==> config.mk <==
export PLATFORM = sky130hd
export DESIGN_NAME = bin_to_bcd_serial
export DESIGN_NICKNAME = d
export VERILOG_FILES = /design/src/rtl/bin_to_bcd_serial.sv
export SDC_FILE = /design/constraint.sdc
export NUM_CORES = 1
export LEC_CHECK = 0
export ABC_AREA = 1
export CAP_MARGIN = 5
export CORE_ASPECT_RATIO = 1.1
export CORE_MARGIN = 2
export CORE_UTILIZATION = 40
export CTS_CLUSTER_SIZE = 16
export DETAILED_ROUTE_END_ITERATION = 12
export GPL_TIMING_DRIVEN = 0
export SYNTH_ARGS = -nofsm -noshare
export SYNTH_HDL_FRONTEND = slang
export SYNTH_SLANG_ARGS = --single-unit
==> constraint.sdc <==
create_clock -name clk -period 1.4 [get_ports clk]
set_input_delay 0.35 -clock clk [delete_from_list [all_inputs] [get_ports clk]]
set_output_delay 0.35 -clock clk [all_outputs]
set_load 0.005 [all_outputs]
==> src/rtl/bin_to_bcd_serial.sv <==
// Serial double-dabble binary-to-BCD converter, one input bit per clock, start/busy/done handshake.
// Optional: define BIN_TO_BCD_LEADING_ZERO_BLANK_EN to replace leading zero digits with 4'hF.

module bin_to_bcd_serial_digit (
   input  logic [3:0] d,
   input  logic       cin,
   output logic [3:0] q,
   output logic       cout
);
   logic [3:0] adj;

   always_comb begin
      adj = (d >= 4'd5) ? d + 4'd3 : d;
   end

   assign q    = {adj[2:0], cin};
   assign cout = adj[3];
endmodule

module bin_to_bcd_serial #(
   parameter int BIN_WIDTH = 16,
   parameter int DIGITS    = 5
) (
   input  logic                  clk,
   input  logic                  reset_n,
   input  logic                  start,
   input  logic [BIN_WIDTH-1:0]  bin,
   output logic                  busy,
   output logic                  done,
   output logic [4*DIGITS-1:0]   bcd,
   output logic                  overflow
);
   localparam int CW = (BIN_WIDTH > 1) ? $clog2(BIN_WIDTH) : 1;

   typedef enum logic [1:0] {IDLE, SHIFT, DONE} state_t;

   state_t                 state, state_nxt;
   logic [BIN_WIDTH-1:0]   sr;
   logic [DIGITS-1:0][3:0] scr, scr_nxt;
   logic [DIGITS:0]        carry;
   logic                   ovf_s;
   logic [CW-1:0]          cnt;
   logic                   accept;

   // Leading-zero blanking runs on the final scratch value, so a wrapped result is blanked too.
   function automatic logic [4*DIGITS-1:0] load_fmt(input logic [DIGITS-1:0][3:0] s);
      logic [DIGITS-1:0][3:0] r;
      r = s;
`ifdef BIN_TO_BCD_LEADING_ZERO_BLANK_EN
      begin
         logic lead;
         lead = 1'b1;
         for (int k = DIGITS-1; k > 0; k--) begin
            if (lead && s[k] == 4'd0) r[k] = 4'hF;
            else                      lead = 1'b0;
         end
      end
`endif
      return r;
   endfunction

   assign carry[0] = sr[BIN_WIDTH-1];

   for (genvar k = 0; k < DIGITS; k++) begin : g_dig
      bin_to_bcd_serial_digit u_dig (
         .d    (scr[k]),
         .cin  (carry[k]),
         .q    (scr_nxt[k]),
         .cout (carry[k+1])
      );
   end

   assign busy   = (state == SHIFT);
   assign accept = start && (state != SHIFT);

   always_ff @(posedge clk or negedge reset_n) begin
      if (!reset_n) state <= IDLE;
      else          state <= state_nxt;
   end

   always_comb begin
      state_nxt = state;
      unique case (state)
         IDLE:    if (start) state_nxt = SHIFT;
         SHIFT:   if (cnt == '0) state_nxt = DONE;
         DONE:    state_nxt = start ? SHIFT : IDLE;
         default: state_nxt = IDLE;
      endcase
   end

   always_ff @(posedge clk or negedge reset_n) begin
      if (!reset_n) begin
         sr       <= '0;
         scr      <= '0;
         ovf_s    <= 1'b0;
         cnt      <= '0;
         done     <= 1'b0;
         bcd      <= '0;
         overflow <= 1'b0;
      end else begin
         done <= (state == DONE);
         if (state == DONE) begin
            bcd      <= load_fmt(scr);
            overflow <= ovf_s;
         end
         if (accept) begin
            sr    <= bin;
            scr   <= '0;
            ovf_s <= 1'b0;
            cnt   <= CW'(BIN_WIDTH-1);
         end else if (state == SHIFT) begin
            sr    <= sr << 1;
            scr   <= scr_nxt;
            // A bit leaving the top digit means the value no longer fits in DIGITS digits.
            ovf_s <= ovf_s | carry[DIGITS];
            if (cnt != '0) cnt <= cnt - 1'b1;
         end
      end
   end
endmodule

==> parameters.txt, run 1 <==
Parameter                              Value

Final layout
  Cell area after layout ... approximately 0.0040 mm^2
  Number of inserted filler cells in the final layout ... 732
  Final layout net count ... 489
  Share of layout cells above drive strength 1 ... 0.151
  Synthesis-to-finish area growth ... 29.7%
  Final core utilization ... 0.539
  Reg area ... around 0.0016 mm^2
  Count of antenna diodes in the layout ... 0
  Final cell count without fillers ... 569
  Multi-input gate area ... 0.00128 mm^2

Detailed routing
  Detail-routed via count per cell ... approximately 4.8
  Post-route antenna net violation count ... 0
  Total via count in the routed design ... 2717
  DRC violation count after routing ... 0
  DRT Wirelength ... 6740 um
  DRT Pass-1 Iters ... 4
  Number of DRC markers in iteration 0 ... 111
  Routed wirelength normalized by instance count ... ~12 um

Hold path
  Worst min-delay path class ... in2async

Placement
  Cell count after placement ... 530
  Final weighted congestion in routability-driven placement ... 0.836
  Worst setup timing slack at the placement stage ... -0.508 ns
  Dpl cell area ... 0.00364 mm^2
  Detailed Place HPWL ... 4440 um
  Port Buf Inserts ... a little over 40

Logic synthesis
  Post-Syn Instances ... 384
  Sequential cell area fraction in the yosys report ... 0.524
  Number of register bits inferred by synthesis ... 65
  Yosys warns ... 0
  Total nets after synthesis ... 414
  Top post-synthesis cells by area ... dfrtp_1, nand2_1, nand3_1, o21ai_1, ha_1
  Dominant cell by count in the synthesized netlist ... nand2_1
  EDFF count, synth ... 0
  Yosys top cell area share ... 0.524
  Most instantiated cells after synthesis ... nand2_1, dfrtp_1, nand3_1, inv_1, o21ai_1
  Cell taking the most area after synthesis ... dfrtp_1
  Post-synth ARST share ... 1.00
  Main flop type after synthesis ... dfrtp_1
  Synth Cell Area ... a little over 0.003 mm^2
  Mean instance size in the synthesized netlist ... approximately 8.1 um^2
  Post-synth cell types ... 19

STA
  Achievable clock frequency ... around 700 MHz
  Max-slew violation count ... 0
  Worst path setup slack after routing ... -0.0241 ns
  Unrepaired setup endpoints after global routing ... true
  Worst-case headroom to the max-slew limit ... 0.453
  WHS ... 0.103 ns
  Min Tclk post-route ... 1.42 ns
  Transition at the pin with the smallest max-transition slack ... 0.820 ns
  Final clock skew ... 0.00634 ns
  Period utilization ... 1.02
  Number of setup violations in the final report ... 1
  Setup TNS after final layout ... -0.0241 ns
  Number of hold violations in the final report ... 0

Critical path
  Highest net fanout along the worst path ... 2
  Startpoint kind of the worst setup timing path ... flip-flop
  Critical Path End Type ... output pin
  Endpoint arrival time on the critical path ... 1.07 ns
  Crit Path Category ... reg2out
  Critical Path RT ... 1.05 ns

Global routing
  Via count of the first global-routing pass ... roughly 2.6k
  Initial antenna violation count ... 0
  Grt total ovfl ... 0
  Combined global-route utilization of all metal layers ... 0.177
  Pin count of the biggest net entering global routing ... 66
  Global-route wire length before repair ... 11600 um

Die
  Total core area ... roughly 0.0075 mm^2
  Site Rows ... 33
  Total Die Area ... 0.00849 mm^2
  Initial standard-cell utilization of the core ... 0.416
  Vertical die dimension ... approximately 96 um
  Die width ... 88.0 um
  Number of top-level design ports ... 42

Clock tree
  Clock latency at the later pin of the worst-skew pair ... 0.34 ns
  Total CTS buffers ... 9
  Post-CTS Hold Fix Bufs ... 0
  Clock tree from TritonCTS ... done
  Clock Pin Slew Worst Setup and Hold Paths ... 0.07 ns
  TritonCTS sink count ... 65
  H-tree levels ... 3
  Clk buf depth ... 2
  Root buffer cell ... clkbuf_8

Power and ir drop
  Total power ... between 9 and 10 mW
  Power per standard cell area ... approximately 2200 mW/mm^2
  Lkg Pwr ... approximately 2.1 nW
  Peak VDD IR ... about 0.76 mV

Flow run
  Number of max-cap violations ... 0

Outcome
  Failing checks ... setup timing
  Result of the run ... finished, violations left
## cell type report
type | count | area share
sequential | 65 | 0.404
multi-input combinational | 269 | 0.317
timing repair buffer | 64 | 0.138
inverter | 39 | 0.0370
clock buffer | 11 | 0.0351
tap | 105 | 0.0326
buffer | 11 | 0.0224
clock inverter | 5 | 0.0137
## cell families after synthesis
kind of cell    count (synthesis)  synth area share
compound gates                 40            0.0653
fa+ha+maj                      11            0.0443
buf+inv                        50            0.0709
flops                          65             0.524
simple gates                  218             0.296
## power breakdown
part | switching [mW] | internal, mW | leakage, nW | total, mW
registers | 0.515 | 2.72 | 0.822 | 3.23
clock network | 0.712 | 0.865 | 0.0953 | 1.58
logic | 2.33 | 1.88 | 1.20 | 4.21
total | 3.55 | 5.47 | 2.12 | 9.02
## cell usage in the layout (no fill, tap or decap)
| master | n |
|---|---|
| buf_6 | 3 |
| nand2_4 | 1 |
| nand3b_1 | 1 |
| clkdlybuf4s15_1 | 1 |
| nand3_2 | 1 |
| o21ai_1 | 29 |
| dfrtp_1 | 65 |
| nand2_2 | 3 |
| clkinvlp_4 | 2 |
| nand2_1 | 152 |
| nor2_4 | 2 |
| inv_4 | 1 |
| nor2_2 | 1 |
| o21ai_0 | 10 |
| buf_2 | 3 |
| inv_2 | 10 |
| bufinv_16 | 1 |
| inv_1 | 28 |
| clkinv_2 | 2 |
| dlygate4sd2_1 | 21 |
| o211ai_1 | 1 |
| clkbuf_4 | 1 |
| ha_1 | 11 |
| nor2_1 | 5 |
| clkbuf_1 | 1 |
| buf_4 | 28 |
| clkbuf_8 | 10 |
| nand3_1 | 42 |
| clkdlybuf4s50_1 | 17 |
| nand4_1 | 10 |
| buf_8 | 1 |
## sequential cells by signal, indices dropped and copies added, names as in the netlist
| signal | cells |
|---|---|
| scr | 20 |
| bcd | 20 |
| cnt | 4 |
| done | 1 |
| ovf_s | 1 |
| sr | 16 |
| state | 2 |
| overflow | 1 |
## worst max-delay path, stage by stage, from the launching register on
cell	delay, ns
dfrtp_1	0.37
inv_2	0.05
nor2_4	0.11
buf_6	0.12
buf_6	0.08
## metal layers
layer  up-vias  wire length, um  global-route usage  part of all wire
li1       1388                -                   -                 -
met1      1269             3120               0.220              0.46
met2        52             3250               0.283              0.48
met3         8              240              0.0484             0.036
met4         0              133              0.0922             0.020
met5         -                0                   0                 0
## repair_timing
action | in CTS | in global routing
pin swaps | 1 | 3
endpoints found under the setup margin | 44 | 34
setup buffers | 14 | 9
gates resized for setup | 32 | 15
## path summary, 6_finish.rpt
path / from / to / slack (ns) / cells after the start
setup / recovery: state[0] / busy / -0.02 / 4
hold reg to reg: overflow / overflow / 0.46 / 2
min in group clk: overflow / overflow / 0.46 / 2
hold / removal: reset_n / sr[7] / 0.10 / 1
setup reg to reg: state[0] / cnt[2] / 0.07 / 8
max in group asynchronous: reset_n / sr[1] / 0.76 / 1
Note: power is estimated with default switching activity, not from simulation.
==> run 2, diff against run 1 <==
CORE_ASPECT_RATIO = not set   (was 1.1)
RECOVER_POWER = 100   (was not set)
==> run 2 against run 1 <==
The run still ends with setup timing left. Sequential power hardly changed. Count of clock-buffer cells in the layout up 2. Worst hold slack better by 0.064 ns. Sequential share of layout area up 1.2 points. Register-to-register slack got worse by 0.02 ns. Global-route usage down 0.82 points. Critical path depth shrank 1. Total power is 3.8% lower.
==> parameters.txt, run 2 (synthesis gave the netlist of run 1 again) <==
Parameter                              Value

Detailed routing
  Routed wirelength normalized by instance count ... 11.9 um
  Post-route antenna net violation count ... 0
  Detail-routed via count per cell ... 4.76
  DRT Pass-1 Iters ... 4
  DRT Wirelength ... roughly 6600 um
  Number of DRC markers in iteration 0 ... 98
  Total via count in the routed design ... 2646
  DRC violation count after routing ... 0

Clock tree
  Clock latency at the later pin of the worst-skew pair ... 0.33 ns
  Root buffer cell ... clkbuf_8
  Clock tree from TritonCTS ... done
  TritonCTS sink count ... between 60 and 70
  Clock Pin Slew Worst Setup and Hold Paths ... 0.07 ns
  H-tree levels ... 3
  Total CTS buffers ... 9
  Clk buf depth ... 2

STA
  Number of hold violations in the final report ... 0
  Min Tclk post-route ... 1.43 ns
  Worst-case headroom to the max-slew limit ... 0.400
  Transition at the pin with the smallest max-transition slack ... ~0.9 ns
  Max-slew violation count ... 0
  Number of setup violations in the final report ... 1
  Final clock skew ... 0.00840 ns
  Unrepaired setup endpoints after global routing ... true
  Period utilization ... 1.02
  Achievable clock frequency ... 699 MHz
  WHS ... 0.167 ns
  Worst path setup slack after routing ... -0.0316 ns
  Setup TNS after final layout ... -0.0316 ns

Die
  Total Die Area ... 0.00848 mm^2
  Initial standard-cell utilization of the core ... 0.408
  Die width ... 92.1 um
  Number of top-level design ports ... 42
  Total core area ... 0.00761 mm^2
  Site Rows ... 32
  Vertical die dimension ... 92.1 um

Placement
  Port Buf Inserts ... 41
  Cell count after placement ... 527
  Final weighted congestion in routability-driven placement ... 0.816
  Detailed Place HPWL ... 4430 um

Critical path
  Highest net fanout along the worst path ... 2
  Crit Path Category ... reg2out
  Critical Path End Type ... output pin
  Reg2Reg Depth ... 7
  Critical Path RT ... 1.05 ns
  R2R setup slack ... 0.05 ns
  Endpoint of the most critical register-to-register path ... scr[0]
  Startpoint kind of the worst setup timing path ... flip-flop
  Endpoint arrival time on the critical path ... 1.08 ns
  Launch point of the worst reg-to-reg path ... state[0]

Final layout
  Count of antenna diodes in the layout ... 0
  Top library cells by usage in the layout, fill and taps aside ... nand2_1, dfrtp_1, nand3_1, inv_1, o21ai_1
  Final cell count without fillers ... 556
  Synthesis-to-finish area growth ... 25.9%
  Largest registers ranked by flip-flop count ... bcd x20, scr x20, sr x16
  Share of layout cells above drive strength 1 ... 0.121
  Most frequent standard cell in the layout excluding fill and tap cells ... nand2_1
  Final layout net count ... 482

Flow run
  Number of max-cap violations ... 0

Global routing
  Initial antenna violation count ... 0
  Via count of the first global-routing pass ... 2466
  Global-route wire length before repair ... about 11000 um
  Grt total ovfl ... 0
  Combined global-route utilization of all metal layers ... 0.169
  Pin count of the biggest net entering global routing ... between 60 and 70

Power and ir drop
  Peak VDD IR ... 0.684 mV
  Power per standard cell area ... 2220 mW/mm^2
  Lkg Pwr ... 2.06 nW

Outcome
  Result of the run ... finished, violations left
  Failing checks ... setup timing

Hold path
  Worst min-delay path class ... in2async
-- run 2: stage by stage --
stage,cell area (um^2),utilization,total power [mW],setup slack [ns]
6_report,3910,0.514,8.68,-0.0316
5_1_grt,3910,0.514,9.56,-0.0777
4_1_cts,3880,0.511,8.66,-0.0728
3_5_place_dp,3640,0.479,7.13,-0.522
3_3_place_gp,3640,0.479,7.02,-2.25
2_1_floorplan,3110,-,5.74,0.180
-- run 2: worst max-delay path, cell delays in order, from the launching register on --
cell     delay, ns
dfrtp_1       0.42
nor2_4        0.13
buf_6         0.12
buf_6         0.08
-- run 2: timing repair --
action | 4_1_cts | 5_1_grt
setup endpoints to repair | 30 | 18
hold buffers | 0 | 0
setup buffers | 13 | 3
pin swaps | 1 | 1
gates resized for setup | 30 | 13
-- run 2: how the worst max path moves through the flow --
stage / from / end / cells past startpoint
floorplan: cnt[0] / cnt[3] / 9
global placement: reset_n / sr[6] / 1
detailed placement: state[0] / busy / 4
CTS: state[1] / busy / 3
global route: state[0] / busy / 4
finish: state[1] / busy / 3
-- run 2: metal layers --
layer / vias up / share of wire / global-route usage
li1: 1371 / - / -
met1: 1217 / 0.49 / 0.228
met2: 47 / 0.46 / 0.270
met3: 11 / 0.035 / 0.0255
met4: 0 / 0.018 / 0.0771
met5: - / 0 / 0
-- run 2: report_power, final --
part           internal [mW]  total, mW  switching [mW]
sequential              2.72       3.23           0.516
combinational           1.77       4.03            2.26
clock                  0.760       1.42           0.657
-- run 2: layout make-up --
type	instances	area, um^2
Inverter	39	149
Clock buffer	13	169
Tap cell	102	128
Sequential cell	65	1630
Multi-Input combinational cell	269	1260
Fill cell	762	3700
Buffer	11	76.3
Timing Repair Buffer	57	502
